===== config.mk =====
export PLATFORM = sky130hd
export DESIGN_NAME = ps2_frame_receiver_flat
export DESIGN_NICKNAME = d
export VERILOG_FILES = /design/src/rtl/ps2_pkg.sv /design/src/rtl/ps2_frame_receiver_if.sv /design/src/rtl/ps2_line_filter.sv /design/src/rtl/ps2_frame_receiver.sv /design/src/flat_wrapper.sv
export SDC_FILE = /design/constraint.sdc
export NUM_CORES = 1
export LEC_CHECK = 0
export CAP_MARGIN = 10
export CELL_PAD_IN_SITES_DETAIL_PLACEMENT = 1
export CELL_PAD_IN_SITES_GLOBAL_PLACEMENT = 1
export CORE_AREA = 5 5 82 84
export DETAILED_ROUTE_END_ITERATION = 16
export DIE_AREA = 0 0 87 89
export PLACE_DENSITY = 0.7
export SLEW_MARGIN = 20
export SYNTH_ARGS = -nofsm -noshare
export SYNTH_HDL_FRONTEND = slang
export SYNTH_SLANG_ARGS = --single-unit

===== constraint.sdc =====
create_clock -name Clock_100MHz -period 5.75 [get_ports Clock_100MHz]
set_clock_uncertainty 0.15 [all_clocks]
set_input_delay 1.4375 -clock Clock_100MHz [delete_from_list [all_inputs] [get_ports Clock_100MHz]]
set_output_delay 1.4375 -clock Clock_100MHz [all_outputs]
set_load 0.02 [all_outputs]

===== src/rtl/ps2_pkg.sv =====
// ps2_pkg: shared PS/2 constants, FSM state encoding and parity helper
package ps2_pkg;
    localparam int PS2_DATA_BITS      = 8;
    localparam int PS2_FRAME_BITS     = 11;
    localparam int PS2_FILTER_LEN_DEF = 8;
    localparam int PS2_TIMEOUT_DEF    = 20000;

    typedef enum logic [1:0] {ST_IDLE, ST_DATA, ST_PARITY, ST_STOP} ps2_state_e;

    // Odd parity: the data bits plus the parity bit must hold an odd number of ones
    function automatic logic odd_parity_ok(input logic [PS2_DATA_BITS-1:0] d, input logic p);
        return ^{d, p};
    endfunction
endpackage


===== src/rtl/ps2_frame_receiver_if.sv =====
// ps2_frame_receiver_if: raw PS/2 lines plus decoded byte outputs
interface ps2_frame_receiver_if;
    import ps2_pkg::*;
    logic                     PS2_CLK;
    logic                     PS2_DAT;
    logic [PS2_DATA_BITS-1:0] Scan_code;
    logic                     Code_valid;
    logic                     Frame_error;
    logic                     Busy;

    modport master (output PS2_CLK, PS2_DAT, input Scan_code, Code_valid, Frame_error, Busy);
    modport slave  (input PS2_CLK, PS2_DAT, output Scan_code, Code_valid, Frame_error, Busy);
endinterface


===== src/rtl/ps2_line_filter.sv =====
// ps2_line_filter: synchronises a raw line, debounces it and strobes on filtered falls
module ps2_line_filter
    import ps2_pkg::*;
#(
    parameter int FILTER_LEN = PS2_FILTER_LEN_DEF
) (
    input  logic Clock_100MHz,
    input  logic Reset_n,
    input  logic line_in,
    output logic fall
);
    localparam int CW = $clog2(FILTER_LEN + 1);

    logic [1:0]    sync_q, sync_d;
    logic          filt_q, filt_d;
    logic          fall_q, fall_d;
    logic [CW-1:0] cnt_q, cnt_d;
    logic          flip;

    // Level changes only once FILTER_LEN consecutive samples disagree with it
    always_comb begin
        sync_d = {sync_q[0], line_in};
        flip   = (sync_q[1] != filt_q) && (cnt_q == CW'(FILTER_LEN - 1));
        cnt_d  = (sync_q[1] == filt_q || flip) ? '0 : cnt_q + CW'(1);
        filt_d = flip ? sync_q[1] : filt_q;
        fall_d = flip & filt_q;
    end

    // Synchroniser and filter state idle high, like the PS/2 line
    always_ff @(posedge Clock_100MHz or negedge Reset_n) begin
        if (!Reset_n) begin
            sync_q <= 2'b11;
            filt_q <= 1'b1;
            cnt_q  <= '0;
            fall_q <= 1'b0;
        end else begin
            sync_q <= sync_d;
            filt_q <= filt_d;
            cnt_q  <= cnt_d;
            fall_q <= fall_d;
        end
    end

    assign fall = fall_q;
endmodule


===== src/rtl/ps2_frame_receiver.sv =====
// ps2_frame_receiver: captures 11-bit PS/2 frames and emits checked scan codes
module ps2_frame_receiver
    import ps2_pkg::*;
#(
    parameter int FILTER_LEN     = PS2_FILTER_LEN_DEF,
    parameter int TIMEOUT_CYCLES = PS2_TIMEOUT_DEF
) (
    input  logic                Clock_100MHz,
    input  logic                Reset_n,
    ps2_frame_receiver_if.slave bus
);
    localparam int TW = $clog2(TIMEOUT_CYCLES + 1);
    localparam int BW = $clog2(PS2_FRAME_BITS);

    ps2_state_e               state_q, state_d;
    logic [BW-1:0]            bit_cnt_q, bit_cnt_d;
    logic [PS2_DATA_BITS-1:0] shift_q, shift_d;
    logic [PS2_DATA_BITS-1:0] scan_q, scan_d;
    logic                     parity_q, parity_d;
    logic [TW-1:0]            tmo_q, tmo_d;
    logic                     valid_q, valid_d;
    logic                     err_q, err_d;
    logic [1:0]               dat_sync_q, dat_sync_d;
    logic                     fall, dat, tmo_hit;

    ps2_line_filter #(.FILTER_LEN(FILTER_LEN)) u_clk_filter (
        .Clock_100MHz (Clock_100MHz),
        .Reset_n      (Reset_n),
        .line_in      (bus.PS2_CLK),
        .fall         (fall)
    );

    assign dat     = dat_sync_q[1];
    assign tmo_hit = (state_q != ST_IDLE) && (tmo_q == TW'(TIMEOUT_CYCLES));

    // State register
    always_ff @(posedge Clock_100MHz or negedge Reset_n) begin
        if (!Reset_n) state_q <= ST_IDLE;
        else          state_q <= state_d;
    end

    // Next state: a timeout wins over a coincident fall
    always_comb begin
        state_d = state_q;
        if (tmo_hit)
            state_d = ST_IDLE;
        else if (fall)
            case (state_q)
                ST_IDLE:   state_d = dat ? ST_IDLE : ST_DATA;
                ST_DATA:   state_d = (bit_cnt_q == BW'(PS2_DATA_BITS - 1)) ? ST_PARITY : ST_DATA;
                ST_PARITY: state_d = ST_STOP;
                default:   state_d = ST_IDLE;
            endcase
    end

    // Datapath and registered output pulses for each state
    always_comb begin
        dat_sync_d = {dat_sync_q[0], bus.PS2_DAT};
        bit_cnt_d  = bit_cnt_q;
        shift_d    = shift_q;
        parity_d   = parity_q;
        scan_d     = scan_q;
        valid_d    = 1'b0;
        err_d      = 1'b0;
        tmo_d      = (state_q == ST_IDLE || fall || tmo_hit) ? '0 :
                     (tmo_q == TW'(TIMEOUT_CYCLES)) ? tmo_q : tmo_q + TW'(1);
        if (tmo_hit)
            err_d = 1'b1;
        else if (fall)
            case (state_q)
                ST_IDLE:   bit_cnt_d = '0;
                ST_DATA: begin
                    shift_d   = {dat, shift_q[PS2_DATA_BITS-1:1]};
                    bit_cnt_d = bit_cnt_q + BW'(1);
                end
                ST_PARITY: parity_d = dat;
                default: begin
                    valid_d = dat & odd_parity_ok(shift_q, parity_q);
                    err_d   = ~valid_d;
                    scan_d  = valid_d ? shift_q : scan_q;
                end
            endcase
    end

    // Datapath registers
    always_ff @(posedge Clock_100MHz or negedge Reset_n) begin
        if (!Reset_n) begin
            dat_sync_q <= 2'b11;
            bit_cnt_q  <= '0;
            shift_q    <= '0;
            parity_q   <= 1'b0;
            scan_q     <= '0;
            valid_q    <= 1'b0;
            err_q      <= 1'b0;
            tmo_q      <= '0;
        end else begin
            dat_sync_q <= dat_sync_d;
            bit_cnt_q  <= bit_cnt_d;
            shift_q    <= shift_d;
            parity_q   <= parity_d;
            scan_q     <= scan_d;
            valid_q    <= valid_d;
            err_q      <= err_d;
            tmo_q      <= tmo_d;
        end
    end

    assign bus.Scan_code   = scan_q;
    assign bus.Code_valid  = valid_q;
    assign bus.Frame_error = err_q;
    assign bus.Busy        = (state_q != ST_IDLE);
endmodule


===== src/flat_wrapper.sv =====
// flat-port wrapper written by rule: the top's interface ports become plain ports
module ps2_frame_receiver_flat import ps2_pkg::*;
#(
    parameter int FILTER_LEN     = PS2_FILTER_LEN_DEF,
    parameter int TIMEOUT_CYCLES = PS2_TIMEOUT_DEF
)
  (Clock_100MHz, Reset_n, bus_PS2_CLK, bus_PS2_DAT, bus_Scan_code, bus_Code_valid, bus_Frame_error, bus_Busy);
  ps2_frame_receiver_if bus_i ();
  input  logic Clock_100MHz;
  input  logic Reset_n;
  input wire logic [$bits(bus_i.PS2_CLK)-1:0] bus_PS2_CLK;
  input wire logic [$bits(bus_i.PS2_DAT)-1:0] bus_PS2_DAT;
  output wire logic [$bits(bus_i.Scan_code)-1:0] bus_Scan_code;
  output wire logic [$bits(bus_i.Code_valid)-1:0] bus_Code_valid;
  output wire logic [$bits(bus_i.Frame_error)-1:0] bus_Frame_error;
  output wire logic [$bits(bus_i.Busy)-1:0] bus_Busy;
  assign bus_i.PS2_CLK = bus_PS2_CLK;
  assign bus_i.PS2_DAT = bus_PS2_DAT;
  assign bus_Scan_code = bus_i.Scan_code;
  assign bus_Code_valid = bus_i.Code_valid;
  assign bus_Frame_error = bus_i.Frame_error;
  assign bus_Busy = bus_i.Busy;
  ps2_frame_receiver #(.FILTER_LEN(FILTER_LEN), .TIMEOUT_CYCLES(TIMEOUT_CYCLES)) u_core (.Clock_100MHz(Clock_100MHz), .Reset_n(Reset_n), .bus(bus_i));
endmodule

==> results.md, run 1 <==
- The final HPWL from detailed placement is 2.75 mm.
- The die span in y is between 80 and 90 um.
- For this configuration, the core starts out at a cell density of a little under two fifths.
- At the end of routability-driven placement, the weighted congestion stood at 0.708.
- After routing the design area is approximately 2600 um^2.
- The count of pins on the block boundary is 15.
- After detailed routing, the number of remaining DRC violations is 0.
- The transition time at the pin with the least slew margin is around 0.66 ns.
- The TritonCTS clock tree is done.
- The run finished with clean final reports.
- Across the VDD grid, the largest voltage drop is 0.206 mV.
- The floorplan step set the die width to ~87 um.
- The end-of-flow core utilization is between 40 and 50%.
- The final-report hold violation count came to 0.
- Leaving out filler cells and counting taps, the final layout contains 287.
- The commonest non-fill, non-tap cell in the layout is dfrtp_1.
- The startpoint kind of the worst setup timing path is a flip-flop.
- The number of buffers inserted by port buffering is 14.
- Synthesis instantiated 35 different standard cells from the library.
- In the routed layout, each cell is associated on average with a via count of about 4.8.
- After clock tree synthesis, the clock-pin slew on the worst setup and hold paths is 0.10 ns.
- For met3 alone, demand over resource in global routing was 3.04%.
- The first-pass iteration count of the detailed router is 4.
- The proportion of power drawn by combinational gates is roughly 5%.
- The worst setup path is captured at an output pin.
- The number of cells on the worst hold path is 0.
- The total via count after detailed routing is 1375.
- Clock tree synthesis inserted a total of 5 buffers.
- Dividing the detail-routed wire length by the instance count gives ~14 um.
- The count of endpoints failing setup in the final report is 0.
- The worst relative slew slack is approximately 56%.
- In the global route stage, met1 resource usage came out at between 10 and 15%.
- The floorplan step defined a die boundary enclosing 7740 um^2.
- The slack of the worst reg-to-reg path is approximately 3.4 ns.
- The global-route track usage on met2 is 20.6%.
- Dividing total power by cell area gives a power density of roughly 280 nW/um^2.
- In this run the worst hold path is classified as flip-flop to flip-flop.
- Counting every net in the synthesized netlist gives around 200.
- Row generation in the floorplan step produced 28 rows.
- Yosys attributes the largest share of cell area to dfrtp_1 (50%), mux2_2 (9.1%), dfstp_2 (5.9%).
- Setup repair after global routing left no endpoint under its margin.
- The clock net in this run drives a total of 50 sinks.
- During synthesis, Yosys emitted a total of 0 warnings.
- The static power due to leakage is roughly 1.2 nW.
- The number of setup buffers added after CTS is 0.
- The initial antenna violation count came to 0.
- After synthesis the netlist holds a flip-flop and latch count of 50.
- Entering global routing, the biggest net connects 51 pins.
- The hold-fix buffer count after cts is 0.
- By startpoint and endpoint, the worst setup path is classified as flip-flop to output pin.
- The number of DRC markers after the initial detailed-route iteration is 47.
- Summed over all nets, the switching power comes to 0.000149 W.
- The library cells used most frequently in the layout, excluding fill and tap cells, are dfrtp_1 (45), nor2_1 (24), mux2_2 (18).
- Once placement completed, the tool counted placed cells totaling around 280.
- Of the post-synthesis cell area, the dominant cell type holds about half.
- The total overflow left after global routing is 0.
- The H-tree was split into 2 levels.
- The core region is roughly 5900 um^2.
- The buffer type at the clock tree root is clkbuf_8.
- The via count of the first global-routing pass is 1507.
- After filler insertion, the fill cell instance count of the layout stands at between 600 and 700.
- The leading area contributor after synthesis is dfrtp_1.
- The deepest clock path buffer count is 2.
- The internal power consumption is approximately 0.00057 W.
- The clock network power share is a little over two fifths.
- 0 antenna diodes ended up in the layout.
- The sequential area share after synthesis is around 56%.
- The top fanout value on the critical path is 12.
- In this run the cell area measured after placement is 2460 um^2.
- For the final routed database, the setup TNS stands at 0 ns.
- After synthesis, the mean cell area works out to 11.6 um^2.
- For this run, the post-layout net count is approximately 220.
- The number of nets with antenna violations after detailed routing is 0.
- The count of maximum capacitance violations is 0.
- The worst register-to-register path has a depth of 4.
- The first-pass GRT wire length is ~7.1 mm.
- The sequential power share is about 53%.
- Clock latency on the worst-skew pair, taken at its later pin, is ~0.31 ns.
- After synthesis the cells add up to around 2200 um^2.
- The final layout contains routed wiring with a total length of about 4 mm.
- Data on the critical path arrives at its endpoint at roughly 1.6 ns.
- Global routing used a little under an eighth of the available tracks across all layers.
- The count of mapped cells out of synthesis is 193.
- The peak clock frequency supported by timing is approximately 0.31 GHz.
- Cells with a size suffix above 1 make up approximately a fifth of the layout.
- The layout overhead on the synthesized area is 16.0%.
- The number of max-slew violations in the final report was 0.
- met2 is the most crowded layer.
- The shortest clock period the worst path allows after layout is between 3 and 4 ns.
- In this run, post-CTS repair resized a total of 0 instances.
- The portion of the clock cycle consumed by the worst path in the final layout is between 50% and 60%.
- The required time of the critical path is 4.16 ns.
- The switching power as a share of total power is a little over 20%.
-- flip-flops by register name, indices dropped and copies added, names as in the netlist --
name / flops
u_core.bit_cnt_q: 4
u_core.parity_q: 1
u_core.dat_sync_q: 2
u_core.tmo_q: 15
u_core.shift_q: 8
u_core.bus.Scan_code: 8
u_core.bus.Code_valid: 1
u_core.u_clk_filter.filt_q: 1
u_core.u_clk_filter.fall: 1
u_core.u_clk_filter.sync_q: 2
u_core.u_clk_filter.cnt_q: 4
u_core.bus.Frame_error: 1
u_core.state_q: 2
-- Yosys cell counts, drive strengths merged --
library cell  instances
nand3                15
nand2                13
nand4                 2
ha                    4
nor2b                 1
dfrtp                45
and3                  2
nor4                  1
dfstp                 5
clkbuf                2
o21ai                 2
or2                   1
or4b                  2
buf                   2
xnor3                 1
a21oi                 4
or4                   1
inv                   8
and2                  2
or3                   2
nor3b                 1
a211o                 1
nand4b                1
nand2b                2
mux2                 18
nand3b                4
xnor2                10
xor2                 12
nor2                 25
nor3                  4
-- worst max-delay path, stage by stage (launching register included) --
cell and delay, ns:
dfrtp_1 0.53, nor2_1 0.10, inv_1 0.07, clkdlybuf4s50_1 0.60
-- power by group through the flow --
stage / Sequential (W) / Combinational (W) / Clock (W)
5_1_grt: 0.000380 / 0.0000439 / 0.000328
4_1_cts: 0.000378 / 0.0000383 / 0.000314
3_5_place_dp: 0.000384 / 0.0000387 / 0
6_report: 0.000378 / 0.0000368 / 0.000304
3_3_place_gp: 0.000384 / 0.0000376 / 0
2_1_floorplan: 0.000382 / 0.0000252 / 0
-- metrics by stage --
| step | hold WS [ns] | total power, W | worst slack [ns] |
|---|---|---|---|
| after floorplan | 0.195 | 0.000407 | 3.40 |
| after global placement | 0.196 | 0.000421 | 2.89 |
| after detailed placement | 0.198 | 0.000423 | 2.88 |
| after CTS | 0.207 | 0.000730 | 2.52 |
| after global routing | 0.217 | 0.000752 | 2.46 |
| final | 0.208 | 0.000719 | 2.56 |
-- metal layers --
metal	wire length, um	vias to the layer above
met3	115	6
met2	1970	13
met1	1810	673
met4	76	0
li1	-	683
met5	0	-
-- cell families (layout without fill, tap and decap cells) --
logic type	after synthesis	in the layout	share of synthesized area, %
XOR/XNOR	23	23	9.61
buffers and inverters	12	31	2.23
flip-flops	50	50	56.1
multiplexers	18	18	9.05
AO/OA/AOI/OAI	7	7	1.79
AND/OR/NAND/NOR	79	79	18.9
adder cells (fa/ha/maj)	4	4	2.23
-- path summary, 6_finish.rpt --
check,start,to
max in group asynchronous,Reset_n,u_core.bus.Scan_code[6]
hold / removal,u_core.dat_sync_q[0],u_core.dat_sync_q[1]
setup reg to reg,u_core.tmo_q[7],u_core.tmo_q[6]
min in group asynchronous,Reset_n,u_core.u_clk_filter.cnt_q[2]
setup / recovery,u_core.state_q[0],bus_Busy
hold reg to reg,u_core.dat_sync_q[0],u_core.dat_sync_q[1]
-- area by class of cell --
| class | count | area (um^2) | share of cell area [%] |
|---|---|---|---|
| Tap cell | 75 | 93.8 | 3.61 |
| Sequential cell | 50 | 1260 | 48.4 |
| Clock buffer | 6 | 82.6 | 3.18 |
| Inverter | 8 | 30.0 | 1.16 |
| Timing Repair Buffer | 15 | 143 | 5.49 |
| Clock inverter | 2 | 60.1 | 2.31 |
| Multi-Input combinational cell | 131 | 932 | 35.9 |
No activity file was read; power rests on OpenSTA's default activity.
==> inputs of run 2 (changes only) <==
==> constraint.sdc (replaced) <==
create_clock -name Clock_100MHz -period 3 [get_ports Clock_100MHz]
set_clock_uncertainty 0.15 [all_clocks]
set_input_delay 0.75 -clock Clock_100MHz [delete_from_list [all_inputs] [get_ports Clock_100MHz]]
set_output_delay 0.75 -clock Clock_100MHz [all_outputs]
set_load 0.02 [all_outputs]
==> run 2 against run 1 <==
Critical path depth is the same. Via count grew 2.1%. Register-to-register slack lost 2.7 ns. Routed wire length grew 6.5%. Setup slack lost 2.1 ns. Power grew 77%. First-iteration DRC count shrank 2.1%. Clock-buffer cell count is the same. Non-clock buffer count grew 1. Utilization shrank 0.43 points. Critical path type unchanged. Critical endpoint unchanged.
==> results.md, run 2 (synthesis results as in run 1) <==
- The setup TNS is 0 ns (unchanged).
- The power density over cell area is 493 nW/um^2 (+78%).
- The global routing usage summed across all routing layers is 12.6% (+0.61 points).
- The count of buffer and inverter cells on the critical path is 2 (unchanged).
- The top fanout value on the critical path is 12 (unchanged).
- The per-cell via count in the routed design was 4.88 (+1.8%).
- The number of gates given a new drive strength after cts was 0 (unchanged).
- The switching power summed over all nets was 0.000282 W (+90%).
- The slack of the worst reg-to-reg path is 0.64 ns (-2.72 ns).
- In this run the critical register-to-register path is launched from u_core.tmo_q[3].
- The number of max-slew violations in the final report is 0 (unchanged).
- The count of maximum capacitance violations was 0 (unchanged).
- The buffer type at the clock tree root is clkbuf_8.
- The number of buffers inserted by port buffering is 14 (unchanged).
- The clock latency at the later pin of the worst-skew pair came to 0.30 ns (about the same).
- On the critical path, the stage with the largest delay is an instance of clkdlybuf4s50_1.
- The final-report hold violation count came to 0 (unchanged).
- The number of DRC markers after the initial detailed-route iteration was 46 (-2.1%).
- The first-pass iteration count of the detailed router is 4 (unchanged).
- The TritonCTS sink count was 50 (unchanged).
- Setup repair after global routing left no endpoint under its margin.
- The standard cell core area is 5850 um^2 (unchanged).
- The classification of the worst setup path is flip-flop to output pin.
- The net count reported at finish was 220 (+0.46%).
- The switching power as a share of total power is 22.2% (+1.5 points).
- The DRC violations left is 0 (unchanged).
- STA classifies the critical path endpoint as an output pin.
- The proportion of power drawn by combinational gates came to 5.7% (+0.6 points).
- The share of layout cells above drive strength 1 is 19.2% (-0.091 points).
- The critical path's top delay family is buffers and inverters.
- The library cell used most frequently in the layout, excluding fill and tap cells, is dfrtp_1.
- The number of logic stages on the critical path including buffering was 3 (unchanged).
- The top cell types in the final layout, fill and taps aside, are dfrtp_1 (45), nor2_1 (24), mux2_2 (18).
- The data arrival at the endpoint of the critical path is 1.66 ns (+0.05 ns).
- The total length of routed wires is 4.23 mm (+6.5%).
- The die span in y is 89 um (unchanged).
- The TritonCTS clock tree is done.
- The final HPWL from detailed placement was 3.09 mm (+12%).
- The chip width is 87 um (unchanged).
- The internal power consumption came to 0.000987 W (+73%).
- The portion of the clock cycle consumed by the worst path in the final layout is 85.3%.
- The post-CTS setup-driven buffer insertion count was 0 (unchanged).
- Derived from the worst setup path, the maximum achievable clock frequency is a little under 0.4 GHz.
- The endpoint of the worst register-to-register path is u_core.bus.Scan_code[5].
- The deepest clock path buffer count is 2 (unchanged).
- The maximum vdd drop is 0.281 mV (+37%).
- From synthesis to final layout, the design area changed by 14.9%.
- The worst stage delay on the critical path is 0.60 ns (about the same).
- The initial antenna violation count is 0 (unchanged).
- The shortest clock period the worst path allows after layout is roughly 2.6 ns.
- The worst relative slew slack is 46.6% (-9.1 points).
- The total congestion overflow after global routing is 0 (unchanged).
- The hold-fix buffer count after cts came to 0 (unchanged).
- Walking the worst path, the cells encountered are nor2_1 -> inv_1 -> clkdlybuf4s50_1.
- The static power due to leakage was 1.14 nW (-1.3%).
- Tracing the worst setup path back leads to its startpoint at u_core.state_q[0].
- The count of pins on the block boundary is 15 (unchanged).
- The initial core utilization came to 38.3% (unchanged).
- The first-pass GRT wire length is 7.46 mm (+5.7%).
- The count of endpoints failing setup in the final report came to 0 (unchanged).
- The required time of the critical path is 2.10 ns (-2.06 ns).
- The total via count after detailed routing is 1404 (+2.1%).
- The flow ran to the end, and the final reports show no timing, DRC or antenna violations.
- The average detailed-routed wire length per instance is 14.7 um (+6.1%).
- The maximum number of pins on one net before global-route repair came to 38 (-25%).
- The placer's final routability congestion estimate was 0.754 (+6.5%).
- The min-delay analysis places its worst path in the category flip-flop to flip-flop.
- The length in cells of the worst reg-to-reg path is 5 (+1).
- The final antenna diode count is 0 (unchanged).
- The clock network power share is 37.1% (-5.2 points).
- The die area is 7740 um^2 (unchanged).
- The via count of the first global-routing pass is 1487 (-1.3%).
- The flip-flop count of the largest register after layout came to 15 (unchanged).
- The number of rows created at floorplan was 28 (unchanged).
- The critical path ends at bus_Busy.
- STA classifies the critical path startpoint as a flip-flop.
- The total number of H-tree levels came to 2 (unchanged).
- The sequential power share came to 57.2% (+4.6 points).
- The transition time at the pin with the least slew margin is 0.802 ns (+0.141 ns).
- The post-layout total power came to 0.00127 W (+77%).
- The register with the most flip-flops in the final layout is u_core.tmo_q.
- The number of nets with antenna violations after detailed routing is 0 (unchanged).
- The clock-pin slew on the worst setup and hold paths was 0.09 ns (about the same).
- The clock buffer count from CTS is 5 (unchanged).
run 2: changes by cell type in the layout (fill, tap and decap cells not counted):
cell / before / now
bufinv_16: 2 / 1
buf_4: 1 / 2
clkbuf_8: 6 / 5
clkinvlp_4: 0 / 1
clkbuf_1: 0 / 1
run 2: how the worst min path moves through the flow:
| stage | startpoint | endpoint | depth (start not counted) |
|---|---|---|---|
| 2_1_floorplan | u_core.dat_sync_q[0] | u_core.dat_sync_q[1] | 0 |
| 6_report | u_core.dat_sync_q[0] | u_core.dat_sync_q[1] | 0 |
| 3_5_place_dp | u_core.dat_sync_q[0] | u_core.dat_sync_q[1] | 0 |
| 4_1_cts | u_core.dat_sync_q[0] | u_core.dat_sync_q[1] | 0 |
| 3_3_place_gp | u_core.u_clk_filter.sync_q[0] | u_core.u_clk_filter.sync_q[1] | 0 |
| 5_1_grt | u_core.dat_sync_q[0] | u_core.dat_sync_q[1] | 0 |
run 2: metal layers:
layer / global-route usage, % / wire, um / up-vias
li1: - / - / 682
met1: 15.3 / 1880 / 700
met2: 21.6 / 2170 / 15
met3: 3.04 / 127 / 7
met4: 4.67 / 55 / 0
met5: 0 / 0 / -
run 2: stage by stage:
| stage | util, % | worst slack (ns) | area (um^2) | hold WS (ns) | std cells |
|---|---|---|---|---|---|
| finish | 44.0 | 0.441 | 2570 | 0.209 | 288 |
| global route | 44.0 | 0.333 | 2570 | 0.217 | 288 |
| CTS | 44.0 | 0.407 | 2570 | 0.211 | 288 |
| detailed placement | 42.1 | 0.624 | 2460 | 0.197 | 280 |
| global placement | 42.1 | 0.696 | 2460 | 0.196 | 280 |
| floorplan | - | 0.832 | 2240 | 0.195 | 193 |
run 2: final cells by class:
| type | instances | area (um^2) |
|---|---|---|
| clock inverter | 2 | 37.5 |
| multi-input combinational | 131 | 932 |
| sequential | 50 | 1260 |
| inverter | 8 | 30.0 |
| clock buffer | 6 | 72.6 |
| tap | 75 | 93.8 |
| fill | 605 | 3280 |
| timing repair buffer | 16 | 150 |
run 2: worst register-to-register path: stages, from the launching register on:
cell	delay, ns
dfrtp_1	0.45
or4_4	0.55
nor4_4	0.44
nor2_2	0.07
nand3_2	0.21
mux2_2	0.38
run 2: power groups by stage:
stage               logic (W)  registers (W)  clock network, W
floorplan           0.0000483       0.000732                 0
global placement    0.0000733       0.000736                 0
detailed placement  0.0000755       0.000738                 0
CTS                 0.0000757       0.000725          0.000487
global route        0.0000834       0.000728          0.000517
finish              0.0000728       0.000725          0.000471
==> inputs of run 3 (changes only) <==
--- a/config.mk
+++ b/config.mk
@@ -9,6 +9,8 @@
 export CELL_PAD_IN_SITES_DETAIL_PLACEMENT = 1
 export CELL_PAD_IN_SITES_GLOBAL_PLACEMENT = 1
 export CORE_AREA = 5 5 82 84
+export CTS_BUF_LIST = sky130_fd_sc_hd__clkbuf_2 sky130_fd_sc_hd__clkbuf_4 sky130_fd_sc_hd__clkbuf_8
+export CTS_CLUSTER_SIZE = 25
 export DETAILED_ROUTE_END_ITERATION = 16
 export DIE_AREA = 0 0 87 89
 export PLACE_DENSITY = 0.7
==> run 3 against run 2 <==
Combinational power hardly changed. Final cell count unchanged. Global-route usage unchanged. Final area increased by 0.15%. Non-clock buffer count stayed put. Critical path depth is the same. Die area unchanged. Register-to-register slack about the same. Sequential power hardly changed. Critical endpoint unchanged.
==> results.md, run 3 (synthesis results as in run 1) <==
- The net count reported at finish is 220 (unchanged).
- The power density over cell area is 496 nW/um^2 (+0.56%).
- The end-of-flow core utilization is 44.1% (+0.064 points).
- The peak clock frequency supported by timing is 0.391 GHz (unchanged).
- The commonest non-fill, non-tap cell in the layout is dfrtp_1.
- The data arrival at the endpoint of the critical path is 1.66 ns (about the same).
- The via count of the first global-routing pass was 1487 (unchanged).
- The clock network power share is 37.5% (+0.4 points).
- The DRC violations left is 0 (unchanged).
- The length in cells of the worst reg-to-reg path is 5 (unchanged).
- The slack of the worst reg-to-reg path is 0.64 ns (about the same).
- The final-report hold violation count is 0 (unchanged).
- The setup TNS is 0 ns (unchanged).
- The total via count after detailed routing is 1404 (unchanged).
- The number of cells on the worst hold path is 0 (unchanged).
- The switching power as a share of total power is 22.1% (-0.16 points).
- The total length of routed wires is 4.23 mm (unchanged).
- For hold timing, the worst endpoint is u_core.dat_sync_q[1].
- The number of placed instances, taps included is 280 (unchanged).
- TritonCTS built the clock tree.
- The clock-pin slew on the worst setup and hold paths is 0.09 ns (about the same).
- The transition time at the pin with the least slew margin is 0.802 ns (unchanged).
- The required time of the critical path came to 2.10 ns (about the same).
- The count of endpoints failing setup in the final report is 0 (unchanged).
- The shortest clock period the worst path allows after layout came to 2.56 ns (unchanged).
- The per-cell via count in the routed design is 4.88 (unchanged).
- The final HPWL from detailed placement was 3.09 mm (unchanged).
- The beginning of the worst hold path is u_core.dat_sync_q[0].
- The internal power consumption is 0.000996 W (+0.92%).
- By startpoint and endpoint, the worst setup path is classified as flip-flop to output pin.
- The deepest clock path buffer count is 2 (unchanged).
- The post-CTS setup-driven buffer insertion count came to 0 (unchanged).
- The chip width is 87 um (unchanged).
- The count of pins on the block boundary is 15 (unchanged).
- The clock latency at the later pin of the worst-skew pair was 0.30 ns (about the same).
- The TritonCTS sink count is 50 (unchanged).
- The number of nets with antenna violations after detailed routing was 0 (unchanged).
- The average detailed-routed wire length per instance was 14.7 um (unchanged).
- The worst relative slew slack came to 46.6% (unchanged).
- The first-pass GRT wire length is 7.46 mm (unchanged).
- The final antenna diode count is 0 (unchanged).
- The total number of H-tree levels is 2 (unchanged).
- The die area is 7740 um^2 (unchanged).
- The flow ran to the end, and the final reports show no timing, DRC or antenna violations.
- The number of max-slew violations in the final report is 0 (unchanged).
- The static power due to leakage is 1.15 nW (+0.30%).
- The initial antenna violation count is 0 (unchanged).
- The register name with the most flops is u_core.tmo_q.
- The first-pass iteration count of the detailed router is 4 (unchanged).
- The die span in y came to 89 um (unchanged).
- The global routing usage summed across all routing layers is 12.6% (unchanged).
- The endpoint type of the worst setup path is an output pin.
- The share of layout cells above drive strength 1 is 19.7% (+0.47 points).
- The number of buffers inserted by port buffering was 14 (unchanged).
- The pre-CTS setup slack is 0.624 ns (unchanged).
- The standard cell core area is 5850 um^2 (unchanged).
- The buffer type at the clock tree root is clkbuf_8.
- The library cells used most frequently in the layout, excluding fill and tap cells, are dfrtp_1 (45), nor2_1 (24), mux2_2 (18).
- The count of maximum capacitance violations is 0 (unchanged).
- The placer's final routability congestion estimate came to 0.754 (unchanged).
- The maximum number of pins on one net before global-route repair is 38 (unchanged).
- The total congestion overflow after global routing is 0 (unchanged).
- The worst register-to-register path begins at u_core.tmo_q[3].
- The number of standard cells in the layout, taps in and fillers out is 288 (unchanged).
- The type of the most critical hold path is flip-flop to flip-flop.
- The hold-fix buffer count after cts is 0 (unchanged).
- The proportion of power drawn by combinational gates is 5.7% (about the same).
- The switching power summed over all nets is 0.000282 W (about the same).
- The endpoint identified for the worst register-to-register timing path is u_core.bus.Scan_code[5].
- Setup repair after global routing left no endpoint under its margin.
- The sequential power share is 56.8% (-0.4 points).
- The number of rows created at floorplan is 28 (unchanged).
- The number of DRC markers after the initial detailed-route iteration is 48 (+4.3%).
- The top fanout value on the critical path is 12 (unchanged).
- The initial core utilization is 38.3% (unchanged).
- The number of gates given a new drive strength after cts is 0 (unchanged).
- The portion of the clock cycle consumed by the worst path in the final layout was 85.3% (unchanged).
- The clock buffer count from CTS was 5 (unchanged).
- The least setup slack across all paths after layout is 0.441 ns (unchanged).
- STA classifies the critical path startpoint as a flip-flop.
- The flip-flop count of the largest register after layout is 15 (unchanged).
- The maximum vdd drop came to 0.282 mV (+0.16%).
- Compared with the post-synthesis result, the final layout area differs by 15.1%.
==> run 3: cell counts in the layout (fill, tap and decap cells not counted) <==
Identical to the previous run, type by type.
==> run 3: worst max-delay path, cell delays in order (launching register included) <==
cell	delay, ns
dfrtp_1	0.55
nor2_1	0.11
inv_1	0.10
clkdlybuf4s50_1	0.60
==> run 3: area by class of cell <==
class	instances	area [um^2]
Inverter	8	30.0
Clock inverter	2	37.5
Multi-Input combinational cell	131	932
Fill cell	605	3270
Sequential cell	50	1260
Timing Repair Buffer	16	150
Tap cell	75	93.8
Clock buffer	6	76.3
==> run 3: power by group through the flow <==
stage          clock network, W  registers [W]  logic [W]
2_1_floorplan                 0       0.000732  0.0000483
3_3_place_gp                  0       0.000736  0.0000733
3_5_place_dp                  0       0.000738  0.0000755
4_1_cts                0.000496       0.000725  0.0000757
5_1_grt                0.000526       0.000728  0.0000834
6_report               0.000480       0.000725  0.0000728
==> run 3: worst max path at each step <==
| stage | from | endpoint | depth (start not counted) |
|---|---|---|---|
| 3_5_place_dp | u_core.tmo_q[7] | u_core.bus.Scan_code[0] | 5 |
| 6_report | u_core.state_q[0] | bus_Busy | 3 |
| 2_1_floorplan | u_core.tmo_q[7] | u_core.bus.Scan_code[0] | 5 |
| 5_1_grt | u_core.state_q[0] | bus_Busy | 3 |
| 3_3_place_gp | u_core.tmo_q[3] | u_core.bus.Scan_code[6] | 5 |
| 4_1_cts | u_core.state_q[0] | bus_Busy | 3 |
==> run 3: through the flow <==
stage | total power [W] | hold slack, ns | area (um^2)
after floorplan | 0.000781 | 0.195 | 2240
after global placement | 0.000809 | 0.196 | 2460
after detailed placement | 0.000813 | 0.197 | 2460
after CTS | 0.00130 | 0.211 | 2580
after global routing | 0.00134 | 0.217 | 2580
final | 0.00128 | 0.209 | 2580
==> run 3: per-layer routing <==
metal,vias to the layer above,GRT usage [%],part of all wire (%)
met5,-,0,0
met4,0,4.67,1.3
met3,7,3.04,3.0
met2,15,21.6,51
met1,700,15.3,44
li1,682,-,-
